File: config.mk
export PLATFORM = sky130hd
export DESIGN_NAME = z16_instr_encoder_flat
export DESIGN_NICKNAME = d
export VERILOG_FILES = /design/src/rtl/z16_instr_encoder_if.sv /design/src/rtl/z16_instr_encoder.sv /design/src/flat_wrapper.sv
export SDC_FILE = /design/constraint.sdc
export NUM_CORES = 1
export LEC_CHECK = 0
export ABC_CLOCK_PERIOD_IN_PS = 1570
export CORE_MARGIN = 5
export CORE_UTILIZATION = 38
export DETAILED_ROUTE_END_ITERATION = 10
export GPL_TIMING_DRIVEN = 0
export PLACE_DENSITY_LB_ADDON = 0.2
export RECOVER_POWER = 100
export SKIP_LAST_GASP = 1
export SLEW_MARGIN = 10
export SYNTH_ARGS = -nofsm -noshare
export SYNTH_HDL_FRONTEND = slang
export SYNTH_SLANG_ARGS = --single-unit
File: constraint.sdc
create_clock -name i_clk -period 1.57 [get_ports i_clk]
set_input_delay 0.314 -clock i_clk [delete_from_list [all_inputs] [get_ports i_clk]]
set_output_delay 0.314 -clock i_clk [all_outputs]
set_load 0.02 [all_outputs]
File: src/rtl/z16_instr_encoder_if.sv
// Handshake and memory-write bundle between a program front end and the Z16 instruction encoder.
// i_valid/o_ready: a beat transfers on a rising edge where both are high; o_ready depends only on registered state.
interface z16_instr_encoder_if #(
    parameter int ADDR_W = 8
);
    logic              i_start;
    logic              i_valid;
    logic              o_ready;
    logic [3:0]        i_opcode;
    logic [3:0]        i_rd_addr;
    logic [3:0]        i_rs1_addr;
    logic [3:0]        i_rs2_addr;
    logic [15:0]       i_imm;
    logic              i_last;
    logic              o_mem_wen;
    logic [ADDR_W-1:0] o_mem_addr;
    logic [15:0]       o_mem_wdata;
    logic [ADDR_W:0]   o_count;
    logic              o_busy;
    logic              o_done;
    logic              o_err_imm;
    logic              o_err_full;
    logic [1:0]        o_state;

    modport master (
        output i_start, i_valid, i_opcode, i_rd_addr, i_rs1_addr, i_rs2_addr, i_imm, i_last,
        input  o_ready, o_mem_wen, o_mem_addr, o_mem_wdata, o_count, o_busy, o_done,
               o_err_imm, o_err_full, o_state
    );

    modport slave (
        input  i_start, i_valid, i_opcode, i_rd_addr, i_rs1_addr, i_rs2_addr, i_imm, i_last,
        output o_ready, o_mem_wen, o_mem_addr, o_mem_wdata, o_count, o_busy, o_done,
               o_err_imm, o_err_full, o_state
    );
endinterface

File: src/rtl/z16_instr_encoder.sv
// Packs instruction fields into 16-bit Z16 words and writes them to consecutive
// instruction-memory addresses, tracking session progress and encoding errors.
module z16_instr_encoder #(
    parameter int ADDR_W    = 8,
    parameter int DEPTH     = 256,
    parameter int BASE_ADDR = 0
) (
    input  logic                   i_clk,
    input  logic                   i_rst_n,
    z16_instr_encoder_if.slave     bus
);
    localparam logic [1:0] IDLE = 2'd0;
    localparam logic [1:0] LOAD = 2'd1;
    localparam logic [1:0] DONE = 2'd2;

    localparam logic [ADDR_W:0]   DEPTH_C = (ADDR_W+1)'(DEPTH);
    localparam logic [ADDR_W-1:0] BASE_C  = ADDR_W'(BASE_ADDR);
    localparam logic [3:0]        OP_IMM  = 4'hA;

    logic [1:0]        state;
    logic [ADDR_W:0]   count;
    logic              wen;
    logic [ADDR_W-1:0] addr;
    logic [15:0]       wdata;
    logic              err_imm;
    logic              err_full;

    logic              ready;
    logic              accept;
    logic              is_imm;
    logic              imm_fits;
    logic [15:0]       word;
    logic [ADDR_W:0]   count_inc;

    assign ready     = (state == LOAD) && (count < DEPTH_C);
    assign accept    = bus.i_valid && ready;
    assign is_imm    = (bus.i_opcode == OP_IMM);
    // Sign bit and everything above it must agree for the value to fit in 4 bits.
    assign imm_fits  = (&bus.i_imm[15:3]) | ~(|bus.i_imm[15:3]);
    assign count_inc = count + 1'b1;
    assign word      = {(is_imm ? bus.i_imm[3:0] : bus.i_rs2_addr),
                        bus.i_rs1_addr, bus.i_rd_addr, bus.i_opcode};

    always_ff @(posedge i_clk or negedge i_rst_n) begin
        if (!i_rst_n) begin
            state    <= IDLE;
            count    <= '0;
            wen      <= 1'b0;
            addr     <= '0;
            wdata    <= '0;
            err_imm  <= 1'b0;
            err_full <= 1'b0;
        end else begin
            wen <= accept;
            case (state)
                LOAD: begin
                    if (accept) begin
                        addr  <= BASE_C + count[ADDR_W-1:0];
                        wdata <= word;
                        count <= count_inc;
                        if (is_imm && !imm_fits) begin
                            err_imm <= 1'b1;
                        end
                        // i_last wins over a simultaneous fill, so an exact fill is not an error.
                        if (bus.i_last) begin
                            state <= DONE;
                        end else if (count_inc == DEPTH_C) begin
                            state    <= DONE;
                            err_full <= 1'b1;
                        end
                    end
                end
                default: begin
                    if (bus.i_start) begin
                        state    <= LOAD;
                        count    <= '0;
                        err_imm  <= 1'b0;
                        err_full <= 1'b0;
                    end
                end
            endcase
        end
    end

    assign bus.o_ready     = ready;
    assign bus.o_mem_wen   = wen;
    assign bus.o_mem_addr  = addr;
    assign bus.o_mem_wdata = wdata;
    assign bus.o_count     = count;
    assign bus.o_busy      = (state == LOAD);
    assign bus.o_done      = (state == DONE);
    assign bus.o_err_imm   = err_imm;
    assign bus.o_err_full  = err_full;
    assign bus.o_state     = state;
endmodule

File: src/flat_wrapper.sv
// flat-port wrapper written by rule: the top's interface ports become plain ports
module z16_instr_encoder_flat 
#(
    parameter int ADDR_W    = 8,
    parameter int DEPTH     = 256,
    parameter int BASE_ADDR = 0
)
  (i_clk, i_rst_n, bus_i_start, bus_i_valid, bus_i_opcode, bus_i_rd_addr, bus_i_rs1_addr, bus_i_rs2_addr, bus_i_imm, bus_i_last, bus_o_ready, bus_o_mem_wen, bus_o_mem_addr, bus_o_mem_wdata, bus_o_count, bus_o_busy, bus_o_done, bus_o_err_imm, bus_o_err_full, bus_o_state);
  z16_instr_encoder_if #(.ADDR_W(ADDR_W)) bus_i ();
  input  logic i_clk;
  input  logic i_rst_n;
  input wire logic [$bits(bus_i.i_start)-1:0] bus_i_start;
  input wire logic [$bits(bus_i.i_valid)-1:0] bus_i_valid;
  input wire logic [$bits(bus_i.i_opcode)-1:0] bus_i_opcode;
  input wire logic [$bits(bus_i.i_rd_addr)-1:0] bus_i_rd_addr;
  input wire logic [$bits(bus_i.i_rs1_addr)-1:0] bus_i_rs1_addr;
  input wire logic [$bits(bus_i.i_rs2_addr)-1:0] bus_i_rs2_addr;
  input wire logic [$bits(bus_i.i_imm)-1:0] bus_i_imm;
  input wire logic [$bits(bus_i.i_last)-1:0] bus_i_last;
  output wire logic [$bits(bus_i.o_ready)-1:0] bus_o_ready;
  output wire logic [$bits(bus_i.o_mem_wen)-1:0] bus_o_mem_wen;
  output wire logic [$bits(bus_i.o_mem_addr)-1:0] bus_o_mem_addr;
  output wire logic [$bits(bus_i.o_mem_wdata)-1:0] bus_o_mem_wdata;
  output wire logic [$bits(bus_i.o_count)-1:0] bus_o_count;
  output wire logic [$bits(bus_i.o_busy)-1:0] bus_o_busy;
  output wire logic [$bits(bus_i.o_done)-1:0] bus_o_done;
  output wire logic [$bits(bus_i.o_err_imm)-1:0] bus_o_err_imm;
  output wire logic [$bits(bus_i.o_err_full)-1:0] bus_o_err_full;
  output wire logic [$bits(bus_i.o_state)-1:0] bus_o_state;
  assign bus_i.i_start = bus_i_start;
  assign bus_i.i_valid = bus_i_valid;
  assign bus_i.i_opcode = bus_i_opcode;
  assign bus_i.i_rd_addr = bus_i_rd_addr;
  assign bus_i.i_rs1_addr = bus_i_rs1_addr;
  assign bus_i.i_rs2_addr = bus_i_rs2_addr;
  assign bus_i.i_imm = bus_i_imm;
  assign bus_i.i_last = bus_i_last;
  assign bus_o_ready = bus_i.o_ready;
  assign bus_o_mem_wen = bus_i.o_mem_wen;
  assign bus_o_mem_addr = bus_i.o_mem_addr;
  assign bus_o_mem_wdata = bus_i.o_mem_wdata;
  assign bus_o_count = bus_i.o_count;
  assign bus_o_busy = bus_i.o_busy;
  assign bus_o_done = bus_i.o_done;
  assign bus_o_err_imm = bus_i.o_err_imm;
  assign bus_o_err_full = bus_i.o_err_full;
  assign bus_o_state = bus_i.o_state;
  z16_instr_encoder #(.ADDR_W(ADDR_W), .DEPTH(DEPTH), .BASE_ADDR(BASE_ADDR)) u_core (.i_clk(i_clk), .i_rst_n(i_rst_n), .bus(bus_i));
endmodule
Word level (Yosys, flattened, before mapping)
Index checks and enable logic that the tools add are counted.
{"block": "classes", "n_reduce_logical": 12, "order_cmp": 1, "n_mux": 17, "eq_ne": 9, "n_addsub": 1, "bitwise_logic": 2}
{"op": "9-bit two-way mux", "count": 3}
{"op": "13-bit AND reduction", "count": 1}
{"op": "13-bit OR reduction", "count": 1}
{"op": "2-bit two-way mux", "count": 5}
{"op": "9-bit by 1-bit adder with 9-bit output (second input constant)", "count": 1}
{"op": "9-bit equality test (second input constant)", "count": 1}
{"op": "9-bit < comparator (second input constant)", "count": 1}
{"op": "1-bit two-way mux", "count": 8}
{"op": "2-bit by 1-bit != test with 1-bit output (second input constant)", "count": 3}
{"op": "3-bit AND reduction", "count": 2}
{"op": "4-bit equality test (second input constant)", "count": 1}
{"op": "4-bit two-way mux", "count": 1}
{"op": "2-bit AND reduction", "count": 2}
{"op": "4-bit AND reduction", "count": 1}
{"op": "1-bit logical AND", "count": 3}
{"op": "3-bit by 2-bit != test with 1-bit output (second input constant)", "count": 1}
{"op": "2-bit by 1-bit equality test with 1-bit output (second input constant)", "count": 1}
{"op": "2-bit equality test (second input constant)", "count": 1}
{"op": "2-bit != test (second input constant)", "count": 1}
{"op": "2-bit nonzero test", "count": 1}
{"op": "1-bit logical NOT", "count": 1}
{"op": "1-bit NOT", "count": 1}
{"op": "1-bit bitwise OR", "count": 1}
{"block": "totals", "reg_bits": 38, "out_inout_bits": 41, "wordCells": 49}

Logic depth before layout (Yosys ltp)
Gate-level depths: netlist of the first run.
{"block": "logic_depth", "word_depth": 8, "depth_mapped": 7}

Worst setup path after synthesis of the first run
Ideal clock, no wire load.
{"block": "synth_timing", "path_type": "reg2reg", "start": "register u_core.count[0], in the netlist u_core.bus.o_count[0]", "end": "register u_core.state[1], in the netlist u_core.bus.o_state[1]", "path_slack_ns": -0.179, "path_stages_with_launch": 8, "required_ns": 1.427, "path_buffers": 1, "period_less_slack_ns": 1.749, "setup_time_ns": 0.143, "t_arrival_ns": 1.606, "path_cell_list": "dfrtp_1 -> ha_1 -> clkbuf_2 -> nand3_1 -> xnor2_1 -> and3_1 -> o211ai_2 -> o221ai_1"}
{"block": "synth_via", "elab_chain_cells": 5}
{"element": "start, declared", "line": "z16_instr_encoder.sv:21", "rtl": "logic [ADDR_W:0] count;"}
{"element": "start signal, assigned", "line": "z16_instr_encoder.sv:60", "rtl": "count <= count_inc;"}
{"element": "parallel branches: the longest is 4 deep, another holds 9-bit by 1-bit adder with 9-bit output"}
{"element": "3-bit AND reduction (no source line) *"}
{"element": "end signal, assigned", "line": "z16_instr_encoder.sv:46", "rtl": "state <= IDLE;"}
{"element": "end signal, assigned", "line": "z16_instr_encoder.sv:66", "rtl": "state <= DONE;"}
{"element": "end signal, assigned", "line": "z16_instr_encoder.sv:68", "rtl": "state <= DONE;"}
{"element": "end, declared", "line": "z16_instr_encoder.sv:20", "rtl": "logic [1:0] state;"}
Mark *: on every way between the ends.
A chain may end at the register's enable or synchronous reset.

Final worst setup path of the first run
{"block": "layout_timing", "start": "register u_core.count[5], in the netlist u_core.bus.o_count[5]", "end": "register u_core.err_full, in the netlist u_core.bus.o_err_full"}
{"block": "layout_via", "elab_chain_cells": 5}
{"element": "parallel branches: the longest is 4 deep, another holds 9-bit by 1-bit adder with 9-bit output"}
{"element": "4-bit AND reduction (no source line) *"}
{"element": "end signal, assigned", "line": "z16_instr_encoder.sv:52", "rtl": "err_full <= 1'b0;"}
{"element": "end signal, assigned", "line": "z16_instr_encoder.sv:69", "rtl": "err_full <= 1'b1;"}
{"element": "end signal, assigned", "line": "z16_instr_encoder.sv:78", "rtl": "err_full <= 1'b0;"}
{"element": "end, declared", "line": "z16_instr_encoder.sv:26", "rtl": "logic err_full;"}
Marked as above.

==> results of run 1 <==
-- registers in the layout, summed over array words and instances (netlist names) --
name                    cells
u_core.bus.o_mem_addr       8
u_core.bus.o_err_imm        1
u_core.bus.o_err_full       1
u_core.bus.o_mem_wen        1
u_core.bus.o_count          9
u_core.bus.o_state          2
u_core.bus.o_mem_wdata     16
-- synth_stat cells (2+ instances only) --
cell type and number:
a21oi_1 3, nand2_1 78, buf_2 2, clkbuf_1 6, inv_1 2, nand4_1 5
nor4_1 2, and3_1 2, nor3_1 3, nand3_1 5, buf_4 3, and4_4 2
buf_6 2, dfrtp_1 38, ha_1 2, o21ai_0 17, nor2_1 5, mux2i_1 5
a31oi_1 2, nor3b_1 2
-- where the power goes --
part | switching (W) | internal [W]
Combinational | 0.00115 | 0.000755
Sequential | 0.000187 | 0.00127
Clock | 0.000363 | 0.000678
-- critical path, cell delays in order (launching register included) --
cell and delay [ps]:
dfrtp_2 430, and4_4 240, and4_4 240, and3_4 200, o211ai_4 110, o31ai_2 250
-- cell usage in the layout, fill, tap and decap left out, types with 3 or more instances in the layout --
| cell | instances |
|---|---|
| nand2_1 | 78 |
| dlygate4sd2_1 | 35 |
| clkdlybuf4s50_1 | 32 |
| dfrtp_1 | 32 |
| buf_4 | 17 |
| o21ai_0 | 17 |
| clkbuf_2 | 6 |
| clkbuf_8 | 6 |
| dfrtp_2 | 6 |
| nor2_1 | 5 |
| nand4_1 | 5 |
| mux2i_1 | 5 |
| clkbuf_1 | 5 |
| nand3_1 | 3 |
| dlymetal6s2s_1 | 3 |
-- layer usage --
layer	wire [um]	vias up	GRT usage (%)
li1	-	875	-
met5	0	-	0
met4	81	0	6.529
met1	2108	834	20.55
met2	2547	55	28.20
met3	404	7	5.782
-- what timing repair did --
action / CTS / global route
setup endpoints to repair: 52 / 37
hold buffers: 1 / 0
pin swaps: 2 / 13
gates resized for setup: 47 / 33
setup buffers: 8 / 8
endpoints found under the hold margin: 12 / 0
-- final cells by class --
cell class | instances | area [sq um]
Buffer | 9 | 51.30
Clock buffer | 6 | 82.58
Clock inverter | 2 | 60.06
Fill cell | 402 | 1720
Inverter | 3 | 11.26
Multi-Input combinational cell | 148 | 888.4
Sequential cell | 38 | 958.4
Tap cell | 54 | 67.56
Timing Repair Buffer | 95 | 852.1
-- worst paths after layout --
| check | to | slack, ps | cells past startpoint |
|---|---|---|---|
| worst max-delay path | u_core.bus.o_err_full$_DFFE_PN0P_ | 0.9 | 5 |
| worst min-delay path | u_core.bus.o_mem_addr[4]$_DFFE_PN0P_ | 470 | 2 |
| worst max register to register | u_core.bus.o_err_full$_DFFE_PN0P_ | 0.9 | 5 |
| worst min register to register | u_core.bus.o_mem_addr[4]$_DFFE_PN0P_ | 470 | 2 |
| max in group asynchronous | u_core.bus.o_count[1]$_DFFE_PN0P_ | 350 | 3 |
| min in group asynchronous | u_core.bus.o_count[7]$_DFFE_PN0P_ | 610 | 2 |
-- stage by stage --
| step | setup slack [ps] | hold WS [ps] | instance area [sq um] |
|---|---|---|---|
| final | 0.9163 | 470.9 | 2972 |
| after global routing | -80.10 | 486.9 | 2972 |
| after CTS | -77.72 | 454.4 | 2925 |
| after detailed placement | -438.6 | 233.7 | 2715 |
| after global placement | -915.1 | 456.3 | 2700 |
| after floorplan | -41.29 | 18.41 | 1862 |
-- cell families after synthesis --
kind of cell / share of synthesized area (%)
AOI/OAI and AO/OA: 10.84
DFF: 52.13
xor gates and xnor gates: 0.9604
and+or+nand+nor: 26.82
adders and majority gates: 1.372
buffers and inverters: 5.143
muxes: 2.744
==> out/qor.yml, run 1 <==
clockBufferDepth: 2
place_inst: 335
synth_top_area_cell: "dfrtp_1"
antenna_left: 0
vdd_drop_max_mv: 0.8223
die_y_um: 79.29
drcViolationCount: 0
die_area_sq_mm: 0.006286
min_path_type: "flip-flop to flip-flop"
final_core_util_pct: 63.33
cts_tree: "yes"
drt-total-wl_um: 5141
p_leak_nw: 1.479
drtPass1Iterations: 4
stdcell_count: 355
portBuffers: 77
ios: 78
crit_path_end_kind: "flip-flop"
die_x_um: 79.29
fin_total_pwr_w: 0.004399
netlist_instances: 203
crit_type: "flip-flop to flip-flop"
ctsRootBufferMaster: "clkbuf_8"
track_usage_pct: 17.09
fin_crit_ps: 1569
synthArstFlopShare_pct: 100.0
grt.overflow.total: 0
worstHoldStart: "u_core.bus.o_mem_addr[4]$_DFFE_PN0P_"
clock_skew_ps: 5.311
drv_cap: 0
ys_seq_area_share_pct: 52.13
synth-seq-cells: 38
syn2layout_area_growth_pct: 62.89
reg2reg_from: "u_core.bus.o_count[5]$_DFFE_PN0P_"
finalMaxSlewViolations: 0
grt_pass1_wl_um: 8314
arrival_ps: 1760
gp_congestion: 0.7561
syn_area_per_cell_sq_um: 8.986
path_max_fanout: 7
synth_edf_count: 0
grt_pass1_vias: 1786
layout-drive-gt1-share_pct: 20.93
vias: 1771
yosys-top-cells-area: "dfrtp_1 52%, nand2_1 16%, o21ai_0 4.7%, mux2i_1 2.7%, nand4_1 1.7%"
cts_buffers: 5
drt-vias-per-instance: 4.989
period_share_pct: 99.94
fmaxAchievable_ghz: 0.6373
slew_headroom_pct: 48.16
setup_viol: 0
post-dp-hpwl_um: 3567
core_sq_mm: 0.004692
rsz0062_at_grt: "yes"
ys_types: 37
pwr_density_cell_mw_per_mm2: 1481
wl_per_cell_um: 14.48
worst_slew_pin_slew_ps: 777.6
synth_area_sq_mm: 0.001824
outcome: "completed"
antenna_cells: 0
crit_required_ps: 1760
rows: 25
startpoint: "u_core.bus.o_count[5]$_DFFE_PN0P_"
clk_latency_ps: 290
grt_max_degree: 27
synth-main-ff-cell: "dfrtp_1"
path_clk_slew_ps: 80
start_util_pct: 38.88
synth_top_area_share_pct: 52.13
antenna_found_initial: 0
final-hold-violation-count: 0
ys_warn_count: 0
htree_levels: 2
cp-start-kind: "flip-flop"
clock_sinks: 38
fin_nets: 339
setup-tns-final_ps: 0
drt_iter0_markers: 69
synth.net_count: 242
No activity file was read; power rests on OpenSTA's default activity.
==> run 2: changes to the inputs <==
--- a/config.mk
+++ b/config.mk
@@ -6,6 +6,7 @@
 export NUM_CORES = 1
 export LEC_CHECK = 0
 export ABC_CLOCK_PERIOD_IN_PS = 1570
+export CAP_MARGIN = 15
 export CORE_MARGIN = 5
 export CORE_UTILIZATION = 38
 export DETAILED_ROUTE_END_ITERATION = 10
==> results of run 2 <==
The final DEF is identical to that of run 1; final timing and power are the same.
